## src/rtl/tdm_pkg.sv

```systemverilog
// rtl/tdm_pkg.sv - shared definitions for the 8:1 TDM mux/demux path
package tdm_pkg;

    localparam int LANES_DEF = 8;
    localparam int SEL_W_DEF = 3;

    typedef enum logic {
        HUNT = 1'b0,
        LOCK = 1'b1
    } tdm_state_t;

endpackage

```

## src/rtl/tdm_demux8_if.sv

```systemverilog
// rtl/tdm_demux8_if.sv - serial slot input and recovered frame outputs of the demux
interface tdm_demux8_if #(
    parameter int LANES = 8,
    parameter int SEL_W = 3
);
    logic             din;
    logic             din_valid;
    logic             sync;
    logic [SEL_W-1:0] sel;
    logic [LANES-1:0] lanes;
    logic [LANES-1:0] frame;
    logic             frame_valid;
    logic             locked;
    logic             sync_err;

    modport slave (
        input  din, din_valid, sync,
        output sel, lanes, frame, frame_valid, locked, sync_err
    );

    modport master (
        output din, din_valid, sync,
        input  sel, lanes, frame, frame_valid, locked, sync_err
    );
endinterface

```

## src/rtl/tdm_slot_counter.sv

```systemverilog
// rtl/tdm_slot_counter.sv - mod-LANES slot counter with realign-to-slot-0
module tdm_slot_counter
    import tdm_pkg::*;
#(
    parameter int LANES = LANES_DEF,
    parameter int SEL_W = SEL_W_DEF
) (
    input  logic             clk,
    input  logic             rst,
    input  logic             en,
    input  logic             load0,
    output logic [SEL_W-1:0] sel,
    output logic             wrap
);
    logic [SEL_W-1:0] sel_q;
    logic [SEL_W-1:0] sel_d;

    // A realigning bit occupies slot 0, so the counter lands on 1 afterwards.
    always_comb begin
        sel_d = sel_q;
        if (en) begin
            if (load0) begin
                sel_d = SEL_W'(1);
            end else if (sel_q == SEL_W'(LANES - 1)) begin
                sel_d = '0;
            end else begin
                sel_d = sel_q + SEL_W'(1);
            end
        end
    end

    always_ff @(posedge clk or negedge rst) begin
        if (!rst) begin
            sel_q <= '0;
        end else begin
            sel_q <= sel_d;
        end
    end

    assign sel  = sel_q;
    assign wrap = en && (sel_q == SEL_W'(LANES - 1));
endmodule

```

## src/rtl/tdm_demux8.sv

```systemverilog
// rtl/tdm_demux8.sv - 8-slot TDM demultiplexer with sync-marker framing
module tdm_demux8
    import tdm_pkg::*;
#(
    parameter int LANES = LANES_DEF,
    parameter int SEL_W = SEL_W_DEF
) (
    input  logic         clk,
    input  logic         rst,
    tdm_demux8_if.slave  bus
);
    tdm_state_t       state_q, state_d;
    logic [LANES-1:0] lanes_q, lanes_d;
    logic [LANES-1:0] shadow_q, shadow_d;
    logic [LANES-1:0] frame_q, frame_d;
    logic             frame_valid_q, frame_valid_d;
    logic             locked_q, locked_d;
    logic             sync_err_q, sync_err_d;

    logic             accept;
    logic             realign;
    logic             wrap;
    logic [SEL_W-1:0] sel;
    logic [SEL_W-1:0] wr_idx;

    // In HUNT only a sync-marked bit is taken; in LOCK every valid bit is.
    assign accept  = bus.din_valid && ((state_q == LOCK) || bus.sync);
    assign realign = bus.din_valid && bus.sync;
    assign wr_idx  = realign ? '0 : sel;

    tdm_slot_counter #(
        .LANES (LANES),
        .SEL_W (SEL_W)
    ) u_slot_counter (
        .clk   (clk),
        .rst   (rst),
        .en    (accept),
        .load0 (realign),
        .sel   (sel),
        .wrap  (wrap)
    );

    always_comb begin
        state_d       = state_q;
        lanes_d       = lanes_q;
        shadow_d      = shadow_q;
        frame_d       = frame_q;
        frame_valid_d = 1'b0;
        sync_err_d    = 1'b0;

        if (accept) begin
            lanes_d[wr_idx]  = bus.din;
            shadow_d[wr_idx] = bus.din;
        end

        // A sync landing on slot 7 realigns instead of closing the frame.
        if (wrap && !realign) begin
            frame_d       = {bus.din, shadow_q[LANES-2:0]};
            frame_valid_d = 1'b1;
        end

        if (realign) begin
            state_d = LOCK;
            if ((state_q == LOCK) && (sel != '0)) begin
                sync_err_d = 1'b1;
            end
        end

        locked_d = (state_d == LOCK);
    end

    always_ff @(posedge clk or negedge rst) begin
        if (!rst) begin
            state_q       <= HUNT;
            lanes_q       <= '0;
            shadow_q      <= '0;
            frame_q       <= '0;
            frame_valid_q <= 1'b0;
            locked_q      <= 1'b0;
            sync_err_q    <= 1'b0;
        end else begin
            state_q       <= state_d;
            lanes_q       <= lanes_d;
            shadow_q      <= shadow_d;
            frame_q       <= frame_d;
            frame_valid_q <= frame_valid_d;
            locked_q      <= locked_d;
            sync_err_q    <= sync_err_d;
        end
    end

    assign bus.sel         = sel;
    assign bus.lanes       = lanes_q;
    assign bus.frame       = frame_q;
    assign bus.frame_valid = frame_valid_q;
    assign bus.locked      = locked_q;
    assign bus.sync_err    = sync_err_q;
endmodule

```

## src/flat_wrapper.sv

```systemverilog
// flat-port wrapper written by rule: the top's interface ports become plain ports
module tdm_demux8_flat import tdm_pkg::*;
#(
    parameter int LANES = LANES_DEF,
    parameter int SEL_W = SEL_W_DEF
)
  (clk, rst, bus_din, bus_din_valid, bus_sync, bus_sel, bus_lanes, bus_frame, bus_frame_valid, bus_locked, bus_sync_err);
  tdm_demux8_if #(.LANES(LANES), .SEL_W(SEL_W)) bus_i ();
  input  logic clk;
  input  logic rst;
  input wire logic [$bits(bus_i.din)-1:0] bus_din;
  input wire logic [$bits(bus_i.din_valid)-1:0] bus_din_valid;
  input wire logic [$bits(bus_i.sync)-1:0] bus_sync;
  output wire logic [$bits(bus_i.sel)-1:0] bus_sel;
  output wire logic [$bits(bus_i.lanes)-1:0] bus_lanes;
  output wire logic [$bits(bus_i.frame)-1:0] bus_frame;
  output wire logic [$bits(bus_i.frame_valid)-1:0] bus_frame_valid;
  output wire logic [$bits(bus_i.locked)-1:0] bus_locked;
  output wire logic [$bits(bus_i.sync_err)-1:0] bus_sync_err;
  assign bus_i.din = bus_din;
  assign bus_i.din_valid = bus_din_valid;
  assign bus_i.sync = bus_sync;
  assign bus_sel = bus_i.sel;
  assign bus_lanes = bus_i.lanes;
  assign bus_frame = bus_i.frame;
  assign bus_frame_valid = bus_i.frame_valid;
  assign bus_locked = bus_i.locked;
  assign bus_sync_err = bus_i.sync_err;
  tdm_demux8 #(.LANES(LANES), .SEL_W(SEL_W)) u_core (.clk(clk), .rst(rst), .bus(bus_i));
endmodule
```

## config.mk

```make
export PLATFORM = sky130hd
export DESIGN_NAME = tdm_demux8_flat
export DESIGN_NICKNAME = d
export VERILOG_FILES = /design/src/rtl/tdm_pkg.sv /design/src/rtl/tdm_demux8_if.sv /design/src/rtl/tdm_slot_counter.sv /design/src/rtl/tdm_demux8.sv /design/src/flat_wrapper.sv
export SDC_FILE = /design/constraint.sdc
export NUM_CORES = 1
export LEC_CHECK = 0
export ABC_CLOCK_PERIOD_IN_PS = 1500
export CAP_MARGIN = 10
export CORE_ASPECT_RATIO = 0.6
export CORE_MARGIN = 2
export CORE_UTILIZATION = 42
export DETAILED_ROUTE_END_ITERATION = 10
export MAX_ROUTING_LAYER = met4
export PLACE_DENSITY = 0.74
export SKIP_LAST_GASP = 1
export SLEW_MARGIN = 20
export SYNTH_ARGS = -nofsm -noshare
export SYNTH_HDL_FRONTEND = slang
export SYNTH_HIERARCHICAL = 1
export SYNTH_SLANG_ARGS = --single-unit
```

## constraint.sdc

```tcl
create_clock -name clk -period 1.5 [get_ports clk]
set_input_delay 0.225 -clock clk [delete_from_list [all_inputs] [get_ports clk]]
set_output_delay 0.225 -clock clk [all_outputs]
set_load 0.02 [all_outputs]
```

==> metrics.md <==
| Metric | Value |
|---|---|
| Outcome | `finished, final reports clean` |
| Place WS | `-296 ps` |
| Seq cells post-synth | `22` |
| Total wire length | `2150 um` |
| CTS tree | `built` |
| Die area | `2840 um^2` |
| Layout cells sized above 1 | `0.333` |
| Async S/R FF share, synth | `1.00` |
| RSZ-0062 raised after global routing | `yes` |
| Max incr delay on CP | `450 ps` |
| Share of the synthesized area in the top cell type | `0.541` |
| Worst min path class | `in2async` |
| Final min period | `1500 ps` |
| Synth Area per Inst | `14.3 um^2` |
| Slew headroom | `0.766` |
| Family with the most delay on the worst path | `flip-flops` |
| Synthesized instance count | `71` |
| Slew Viols, Final | `0` |
| Global-route wire length before repair | `3510 um` |
| H-tree depth | `1` |
| Synth top cells by count | `22 x dfrtp_1, 8 x mux2_4, 7 x mux2_1` |
| TritonRoute pass-1 iters | `4` |
| CTS Root Cell | `clkbuf_8` |
| CTS Buf Count | `3` |
| Largest net degree at the start of global routing | `23` |
| Post-synth EDFFs | `0` |
| Clock tree buffer depth | `2` |
| Cell Pwr Density | `1730 nW/um^2` |
| Final Hold Fails | `0` |
| Total GRT Usage | `0.178` |
| Area of the multi-input gates | `468 um^2` |
| Clock Skews | `2.75 ps` |
| Routability cong. | `0.783` |
| Initial antenna violation count | `0` |
| DRC | `0` |
| Routed vias | `686` |
| FILL cells | `174` |
| Type of origin of the critical path | `flip-flop` |
| Die width | `67.5 um` |
| Peak supply drop | `0.00103 V` |
| Rows | `13` |
| Slowest stage cell, crit path | `dfrtp_2` |
| Top-count cell post-synth | `dfrtp_1` |
| LEAKAGE | `0.745 nW` |
| Nets | `116` |
| Post-Syn Nets | `78` |
| Primary FF master, synth | `dfrtp_1` |
| Part of the cycle the worst path needs | `0.998` |
| Post-DP HPWL | `1460 um` |
| Area contributors post-synth | `dfrtp_1 54%, mux2_4 12%, mux2_1 7.7%, nand3b_1 3.0%, ha_1 2.5%` |
| DIE HEIGHT | `42.1 um` |
| CP Max Fanout | `5` |
| IO Pins | `27` |
| Syn Std Cell Area | `1020 um^2` |
| Via density | `4.97` |
| Final setup violation count | `0` |
| Clk sink count | `22` |
| ANT nets after route | `0` |
| Required time of the critical path | `1650 ps` |
| Number of global-route vias before repair | `685` |
| Seq/Total Area, Yosys | `0.541` |
| Overall Power | `0.00254 W` |
| Core Area | `2230 um^2` |
| Routed length per instance | `15.5 um` |
| Setup WS post-layout | `2.55 ps` |
| DR iter-0 viols | `14` |
| Worst Path Arrival | `1650 ps` |
| Clock transition at path regs | `80 ps` |
| Starting Density | `0.456` |
| Worst path bufs/invs | `0` |
| PortBufs | `26` |
| Hold_buf cts | `0` |
| Netlist cell types | `27` |
| Syn. warnings | `6` |
| CP Capture Type | `flip-flop` |
| Later-pin clock latency in the skew report | `270 ps` |
| Kind of critical path | `reg2reg` |
| Area growth syn-to-layout | `44.5%` |
| Area leader, netlist | `dfrtp_1` |
| Max Fclk | `0.668 GHz` |
| Antenna cell count | `0` |
| Max Cap Viol | `0` |
| Worst slew pin tran | `350 ps` |
| Storage cell area | `554 um^2` |
| Crit path cell chain | `ha_4 > ha_4 > and2_4 > and2_4 > mux2_4` |
| GRT overflow | `0` |
metal layers:
layer / track usage / vias up / routed length [um]
li1: - / 326 / -
met1: 0.241 / 337 / 1040
met3: 0.0645 / 5 / 133
met2: 0.251 / 18 / 937
met5: - / - / 0
met4: 0.0490 / 0 / 31
cell usage in the layout, fill, tap and decap left out, types with 2 or more instances in the layout:
master / n
nand3b_1: 4
dlygate4sd2_1: 5
dlymetal6s2s_1: 9
mux2_1: 7
nor3b_2: 2
dfrtp_2: 3
buf_4: 9
ha_4: 2
and2_4: 3
mux2_4: 8
clkdlybuf4s50_1: 12
nor2_1: 2
o21ai_0: 2
dfrtp_1: 19
clkbuf_8: 4
inv_1: 3
area by class of cell:
class | count | area share
multi-input cells | 44 | 0.318
flip-flops and latches | 22 | 0.377
repair buffers | 35 | 0.234
well taps | 30 | 0.0255
inverters | 3 | 0.00766
clock buffers | 4 | 0.0374
power by group:
part	total, W	switching [W]	leakage (nW)	internal [W]
combinational	0.00117	0.000548	0.441	0.000618
clock	0.000428	0.000193	0.0288	0.000234
sequential	0.000950	0.000151	0.276	0.000800
worst register-to-register path, cell delays in order, from the launching register on:
cell,delay [ps]
dfrtp_2,450
ha_4,180
ha_4,150
and2_4,130
and2_4,170
mux2_4,310
final timing paths:
path	slack [ps]	depth (start not counted)	endpoint	start
min	300	2	u_core/bus.frame[2]$_DFFE_PN0P_	rst
max in group asynchronous	950	2	u_core/u_slot_counter/sel[1]$_DFFE_PN0P_	rst
min reg2reg	510	1	u_core/bus.frame[4]$_DFFE_PN0P_	u_core/bus.frame[4]$_DFFE_PN0P_
max	3	5	u_core/bus.frame[1]$_DFFE_PN0P_	u_core/u_slot_counter/sel[0]$_DFFE_PN0P_
min in group clk	420	3	u_core/shadow_q[0]$_DFFE_PN0P_	bus_din_valid
max reg2reg	3	5	u_core/bus.frame[1]$_DFFE_PN0P_	u_core/u_slot_counter/sel[0]$_DFFE_PN0P_
sequential cells by signal, summed over array words and instances (netlist names):
register	count
u_core/bus.frame	8
u_core/shadow_q	7
u_core/u_slot_counter/sel	3
u_core/bus.frame_valid	1
u_core/bus.lanes	1
u_core/bus.locked	1
u_core/bus.sync_err	1
stage by stage:
| stage | hold WS [ps] | setup TNS, ps | instances | area [um^2] | utilization |
|---|---|---|---|---|---|
| 3_5_place_dp | 497 | -3670 | 132 | 1380 | 0.618 |
| 3_3_place_gp | 493 | -3020 | 132 | 1380 | 0.618 |
| 6_report | 303 | 0 | 138 | 1470 | 0.660 |
| 5_1_grt | 340 | -74.8 | 138 | 1470 | 0.660 |
| 4_1_cts | 321 | -39.8 | 137 | 1440 | 0.646 |
| 2_1_floorplan | -70.6 | -804 | 71 | 1050 | - |
cell families (layout without fill, tap and decap cells):
logic type / count (synthesis) / after routing / share of synthesized area
AO/OA/AOI/OAI: 7 / 7 / 0.0504
adder cells (fa/ha/maj): 2 / 2 / 0.0246
buffers and inverters: 6 / 42 / 0.0381
flip-flops: 22 / 22 / 0.541
multiplexers: 16 / 16 / 0.207
AND/OR/NAND/NOR: 18 / 19 / 0.139
repair_timing:
action	4_1_cts	5_1_grt
pin swaps	0	2
resized for setup	7	10
buffers inserted	0	1
endpoints found under the setup margin	14	18
gates cloned	1	0
Note: power is estimated with default switching activity, not from simulation.
